### src/rtl/if_fetch_unit_pkg.sv
// Shared types and constants for the instruction-fetch front end.
package if_fetch_unit_pkg;

    typedef enum logic [1:0] {
        FETCH = 2'd0,
        HOLD  = 2'd1,
        DROP  = 2'd2
    } fetch_state_e;

    localparam logic [31:0] NOP_INSTR        = 32'h0000_0000;
    localparam logic [31:0] DEFAULT_RESET_PC = 32'h0000_0000;

endpackage

### src/rtl/if_fetch_unit.sv
// Instruction-fetch front end: owns the PC, runs the imem req/ready handshake,
// and produces registered PC/instruction pairs for the IF/ID register.
module if_fetch_unit
    import if_fetch_unit_pkg::*;
#(
    parameter logic [31:0] RESET_PC = DEFAULT_RESET_PC,
    parameter int          PC_STEP  = 4
) (
    input  logic        clk,
    input  logic        rst,
    input  logic        freeze,
    input  logic        branch_taken,
    input  logic [31:0] branch_addr,
    output logic        imem_req,
    output logic [31:0] imem_addr,
    input  logic        imem_ready,
    input  logic [31:0] imem_rdata,
    output logic [31:0] pc_out,
    output logic [31:0] instruction_out,
    output logic        inst_valid
);

    localparam logic [31:0] STEP = 32'(PC_STEP);

    fetch_state_e state;
    logic [31:0]  pc;
    logic [31:0]  stale_addr;
    logic [31:0]  hold_buf;
    logic [31:0]  pc_next;

    assign pc_next = pc + STEP;

    // Request is gated by rst so a late ready during reset is never seen as a completion.
    assign imem_req  = ~rst & (state != HOLD);
    // In DROP the in-flight request keeps its original address while pc already holds the target.
    assign imem_addr = (state == DROP) ? stale_addr : pc;

    always_ff @(posedge clk) begin
        if (rst) begin
            state           <= FETCH;
            pc              <= RESET_PC;
            stale_addr      <= RESET_PC;
            hold_buf        <= NOP_INSTR;
            pc_out          <= 32'h0;
            instruction_out <= NOP_INSTR;
            inst_valid      <= 1'b0;
        end else if (branch_taken) begin
            instruction_out <= NOP_INSTR;
            inst_valid      <= 1'b0;
            pc              <= branch_addr;
            case (state)
                FETCH: if (!imem_ready) begin
                    stale_addr <= pc;
                    state      <= DROP;
                end
                HOLD:    state <= FETCH;
                DROP:    if (imem_ready) state <= FETCH;
                default: state <= FETCH;
            endcase
        end else begin
            case (state)
                FETCH: begin
                    if (imem_ready) begin
                        if (freeze) begin
                            hold_buf <= imem_rdata;
                            state    <= HOLD;
                        end else begin
                            instruction_out <= imem_rdata;
                            pc_out          <= pc_next;
                            inst_valid      <= 1'b1;
                            pc              <= pc_next;
                        end
                    end else if (!freeze) begin
                        instruction_out <= NOP_INSTR;
                        inst_valid      <= 1'b0;
                    end
                end
                HOLD: if (!freeze) begin
                    instruction_out <= hold_buf;
                    pc_out          <= pc_next;
                    inst_valid      <= 1'b1;
                    pc              <= pc_next;
                    state           <= FETCH;
                end
                DROP: begin
                    if (imem_ready) state <= FETCH;
                    if (!freeze) begin
                        instruction_out <= NOP_INSTR;
                        inst_valid      <= 1'b0;
                    end
                end
                default: state <= FETCH;
            endcase
        end
    end

endmodule
### config.mk
export PLATFORM = sky130hd
export DESIGN_NAME = if_fetch_unit
export DESIGN_NICKNAME = d
export VERILOG_FILES = /design/src/rtl/if_fetch_unit_pkg.sv /design/src/rtl/if_fetch_unit.sv
export SDC_FILE = /design/constraint.sdc
export NUM_CORES = 1
export LEC_CHECK = 0
export CAP_MARGIN = 40
export CELL_PAD_IN_SITES_DETAIL_PLACEMENT = 2
export CELL_PAD_IN_SITES_GLOBAL_PLACEMENT = 2
export CORE_ASPECT_RATIO = 1.25
export CORE_MARGIN = 5
export CORE_UTILIZATION = 29
export CTS_CLUSTER_SIZE = 14
export DETAILED_ROUTE_END_ITERATION = 8
export PLACE_DENSITY = 0.88
export SYNTH_ARGS = -nofsm -noshare
export SYNTH_HDL_FRONTEND = slang
export SYNTH_SLANG_ARGS = --single-unit
### constraint.sdc
create_clock -name clk -period 2.77 [get_ports clk]
set_input_delay 0.554 -clock clk [delete_from_list [all_inputs] [get_ports clk]]
set_output_delay 0.554 -clock clk [all_outputs]
set_load 0.01 [all_outputs]
== Word level (Yosys, flattened, before mapping) ==
Cells that the tools add are included.
Storage, ports and cells
  register bits after elaboration: 163
  latch bits: 0
  bits in writable memories: 0
  memory bits (read-only): 0
  input port bits: 69
  output and inout bits: 98
  logic and storage cells: 58
  memories: 0
Cells by class
  $add $sub $neg: 1
  multipliers: 0
  divide/modulo/power cells: 0
  magnitude comparators: 0
  equality and inequality tests: 10
  shift-type cells: 0
  mux-type cells: 25
  bitwise gates (word level): 4
  reductions and logical operators: 11
Operators by type and width (count)
  32-bit 2-to-1 mux: 10
  32-bit one-hot mux with 2 select lines: 2
  32-bit one-hot mux with 3 select lines: 1
  32-bit by 3-bit adder with 32-bit output, second input constant: 1
  3-bit != test, second input constant: 5
  2-bit 2-to-1 mux: 6
  3-bit AND reduction: 3
  4-bit AND reduction: 2
  2-bit one-hot mux with 3 select lines: 1
  3-bit nonzero test: 2
  2-bit != test, second input constant: 2
  2-bit one-hot mux with 2 select lines: 1
  1-bit 2-to-1 mux: 3
  1-bit NOT: 3
  1-bit one-hot mux with 3 select lines: 1
  2-bit by 1-bit == test with 1-bit output, second input constant: 1
  2-bit == test, second input constant: 1
  2-bit logical NOT: 1
  2-bit by 1-bit != test with 1-bit output, second input constant: 1
  2-bit AND reduction: 1
  2-bit nonzero test: 1
  2-bit OR reduction: 1
  1-bit AND: 1

== Logic depth before layout (Yosys ltp) ==
  depth after elaboration: 5
  mapped depth: 10
  mapped depth without buffers: 7

== Worst setup path before layout ==
OpenSTA, ideal clock, no wires.
  kind: reg-to-output
  start: reg state[0]
  end: out imem_addr[18]
  data arrival time: 1.660 ns
  data required time: 2.216 ns
  path slack: 0.556 ns
  stages on the path, launching flop included: 6
  buffers on the path: 2
  cell sequence: dfxtp_1 -> inv_1 -> ha_1 -> buf_1 -> clkbuf_1 -> mux2_2
Between the ends
  word-level cells in the longest chain between the ends: 2
RTL lines
  start: declaration: line if_fetch_unit.sv:25  | fetch_state_e state;
  start signal: assignment: line if_fetch_unit.sv:40  | state <= FETCH;
  start signal: assignment: line if_fetch_unit.sv:54  | state <= DROP;
  start signal: assignment: line if_fetch_unit.sv:56  | HOLD: state <= FETCH;
  2-bit == test: line if_fetch_unit.sv:36  | assign imem_addr = (state == DROP) ? stale_addr : pc;
  32-bit 2-to-1 mux: line if_fetch_unit.sv:36
  end: declaration: line if_fetch_unit.sv:15  | output logic [31:0] imem_addr,
Every way passes these cells.

== Worst setup path after layout ==
  start: reg state[0]
  end: out imem_addr[10]
The elaborated chain is that of the path after synthesis.

==> flow_summary.toml <==
[logic_synthesis]
synth.area.top_cells = "dfxtp_1 (42%), nand2_1 (9.1%), a21oi_1 (7.7%)"
yosys.area.top_type = "dfxtp_1"
netlist-cell-type-count = 47
seq_area_frac_synth = 0.422
synth_top_area_frac = 0.422
netlist_instances = 985
ys_async_sr_fraction = 0
synth_nets = 1059
syn_area_per_cell_um2 = 7.85
synth_area_um2 = 7730
synth_enable_flop_cells = 0
synth_ff_type = "dfxtp_1"
yosys_warnings = 0
synth_seq_cells = 163

[drt]
drc = 0
drtAntennaViolNets = 0
drt-total-wl_mm = 29.6
drtPass1Iterations = 4
post_drt_wl_per_cell_um = 20.1
via_count = 7703
drtIter0Drc = 226
vias_per_cell = 5.22

[sta]
fin_worst_skew_ps = 9.16
final_max_slew_viol_count = 0
setup_slack_ps = 60.2
rsz0062_at_grt = "yes"
post-route-min-period_ps = 2710
tightest_slew_ps = 805
max_freq_mhz = 369
fin_crit_sh = 0.978
whs_ps = 456
setup_viol = 0
finalHoldViolCount = 0
slew_headroom = 0.463

[worst_setup_path]
r2r_start = "state[0]"
end_kind = "output pin"
cp_data_arrival_time_ps = 2160
crit_type = "reg2out"
path_delay_family = "buffers and inverters"
crit_path_cell_trace = "inv_2 > ha_2 > buf_12 > mux2_2 > clkdlybuf4s50_1"
rrSetupSlack_ps = 320
startpoint_type = "flip-flop"
crit_slowest_cell = "clkdlybuf4s50_1"
crit_required_ps = 2220
cp_slowest_stage_delay_ps = 480
r2r-end = "pc[6]"
path_max_fanout = 30
path_buf_inv = 3
worstRegToRegCells = 8

[layout]
design_area_um2 = 10400
final_nets = 1197
drive_above_1_share = 0.108
syn_to_final_growth_pct = 34.8
nFillCells = 2967
post-route-util = 0.398
antennaDiodeCount = 0

[floorplanning]
die_h_um = 193
core_um2 = 26200
die_w_um = 156
die_area_um2 = 30000
io_pins = 167
rows = 66
initial_core_util = 0.295

[power_and_ir_drop]
ir_worst_vdd_v = 0.000413
pwr_density_cell_nw_per_um2 = 567
cellLeakagePower_nw = 3.63
p_clk_frac = 0.396
switchingPower_w = 0.00168
power_frac_seq = 0.432
swShare = 0.285
finalPower_w = 0.00591
p_comb_frac = 0.171
p_int_w = 0.00423

[grt]
overflow = 0
grt_usage = 0.199
grt_max_degree = 60
antenna_found_initial = 1
grt_pass1_vias = 8612
grt_pass1_wl_mm = 47.7

[run_status]
status = "completed"

[clock_network]
clkLatencyLatePin_ps = 430
cts_sinks = 163
cts_tree = "built"
htreeDepth = 4
clock_path_buffers = 2
clk_pin_slew_worst_paths_ps = 70
cts_inserted_buffers = 17
clockRootBuffer = "clkbuf_16"

[min_path]
hp-start = "stale_addr[12]"
whs_path_depth = 2
hold_class = "reg2reg"
hold_end = "stale_addr[12]"

[placement]
pre_cts_ws_ps = -103
io_buffers = 166
dp_hpwl_mm = 21.1
finalWeightedCongestion = 0.789
place_area_um2 = 9850

[run]
cap_violations = 0
-- layer usage --
layer  global-route usage  wire (um)
met1                0.227      12100
met2                0.361      15300
met3               0.0552       1620
met4               0.0536        567
met5                    0         20
-- through the flow --
step | setup TNS [ps] | std cells
4_1_cts | -0.560 | 1475
2_1_floorplan | 0 | 985
3_3_place_gp | 0 | 1443
6_report | 0 | 1475
3_5_place_dp | -1160 | 1444
5_1_grt | -9.79 | 1475
-- cell usage after synthesis, types with 2 or more instances --
cell type / instances
and3_1: 12
nand3b_1: 8
o21bai_1: 2
or3_1: 2
nor3b_1: 2
buf_2: 15
o21ai_0: 14
and2_1: 3
nor3_1: 10
nor4_1: 8
mux2i_1: 4
a311oi_1: 2
inv_1: 8
nand2_1: 187
or4_4: 2
nand4_1: 20
nor2_1: 122
ha_1: 5
a21oi_1: 119
xnor2_1: 28
buf_1: 3
mux2_2: 28
xor2_1: 25
buf_4: 2
clkbuf_1: 71
dfxtp_1: 163
a22oi_1: 24
nor2b_1: 3
a21o_1: 2
or2_2: 4
nand3_1: 20
and4_1: 3
nor4_2: 3
a211oi_1: 48
-- cells by family after synthesis --
family                     count (synthesis)  synth area share
DFF                                      163             0.422
AOI/OAI and AO/OA                        220             0.172
muxes                                     32            0.0460
buffers and inverters                    101            0.0534
xor gates and xnor gates                  53            0.0601
and+or+nand+nor                          411             0.238
adders and majority gates                  5           0.00809
-- timing repair --
| action | CTS | global route |
|---|---|---|
| cloned | 0 | 0 |
| setup endpoints to repair | 8 | 27 |
| resized for setup | 8 | 6 |
| setup buffers | 0 | 0 |
| hold buffers | 0 | 0 |
-- how the worst max path moves through the flow --
stage	startpoint	end	slack [ps]	depth (start not counted)
after floorplan	state[0]	imem_addr[18]	560	5
after global placement	imem_ready	instruction_out[17]	40	7
after detailed placement	imem_ready	instruction_out[4]	-100	8
after CTS	state[0]	imem_addr[10]	-0.6	5
after global routing	state[0]	imem_addr[10]	-10	5
final	state[0]	imem_addr[10]	60	5
-- registers in the layout, indices dropped and copies added, names as in the netlist, named ones only --
register         cells
pc_out              32
state                2
instruction_out     32
stale_addr          32
pc                  32
hold_buf            32
-- cell type report --
cell class                      instances  area (um2)  share of cell area
Clock inverter                         10        97.6             0.00937
Clock buffer                           21         470              0.0452
Inverter                                9        33.8             0.00324
Multi-Input combinational cell        721        4080               0.391
Timing Repair Buffer                  211        2050               0.197
Tap cell                              340         425              0.0408
Sequential cell                       163        3260               0.313
-- layout by cell type (no fill, tap or decap), types with 6 or more instances in the layout --
master and count:
nor2_1 120, nor3_1 10, dfxtp_1 163, clkbuf_16 17, a211oi_1 48, inv_1 7
dlygate4sd2_1 6, a22oi_1 24, xnor2_1 28, o21ai_0 11, clkdlybuf4s50_1 157, nand3b_1 8
nand3_1 20, mux2_2 28, nand2_1 187, nor4_1 8, nand4_1 20, a21oi_1 119
and3_1 12, buf_4 41, xor2_1 25
-- power groups by stage --
stage | clock [W] | combinational (W) | sequential [W]
after detailed placement | 0 | 0.00102 | 0.00261
after global routing | 0.00248 | 0.00111 | 0.00257
final | 0.00234 | 0.00101 | 0.00256
after CTS | 0.00239 | 0.00103 | 0.00255
after global placement | 0 | 0.000980 | 0.00260
after floorplan | 0 | 0.000522 | 0.00258
-- worst register-to-register path: cells and delay by family (launching register included) --
kind                       cells  cell delay, ps
AOI/OAI and AO/OA              1             300
xor gates and xnor gates       1             130
adders and majority gates      1             340
buffers and inverters          2             310
DFF                            1             350
muxes                          1             430
and+or+nand+nor                2             490
Power figures use the tool's default switching activity.
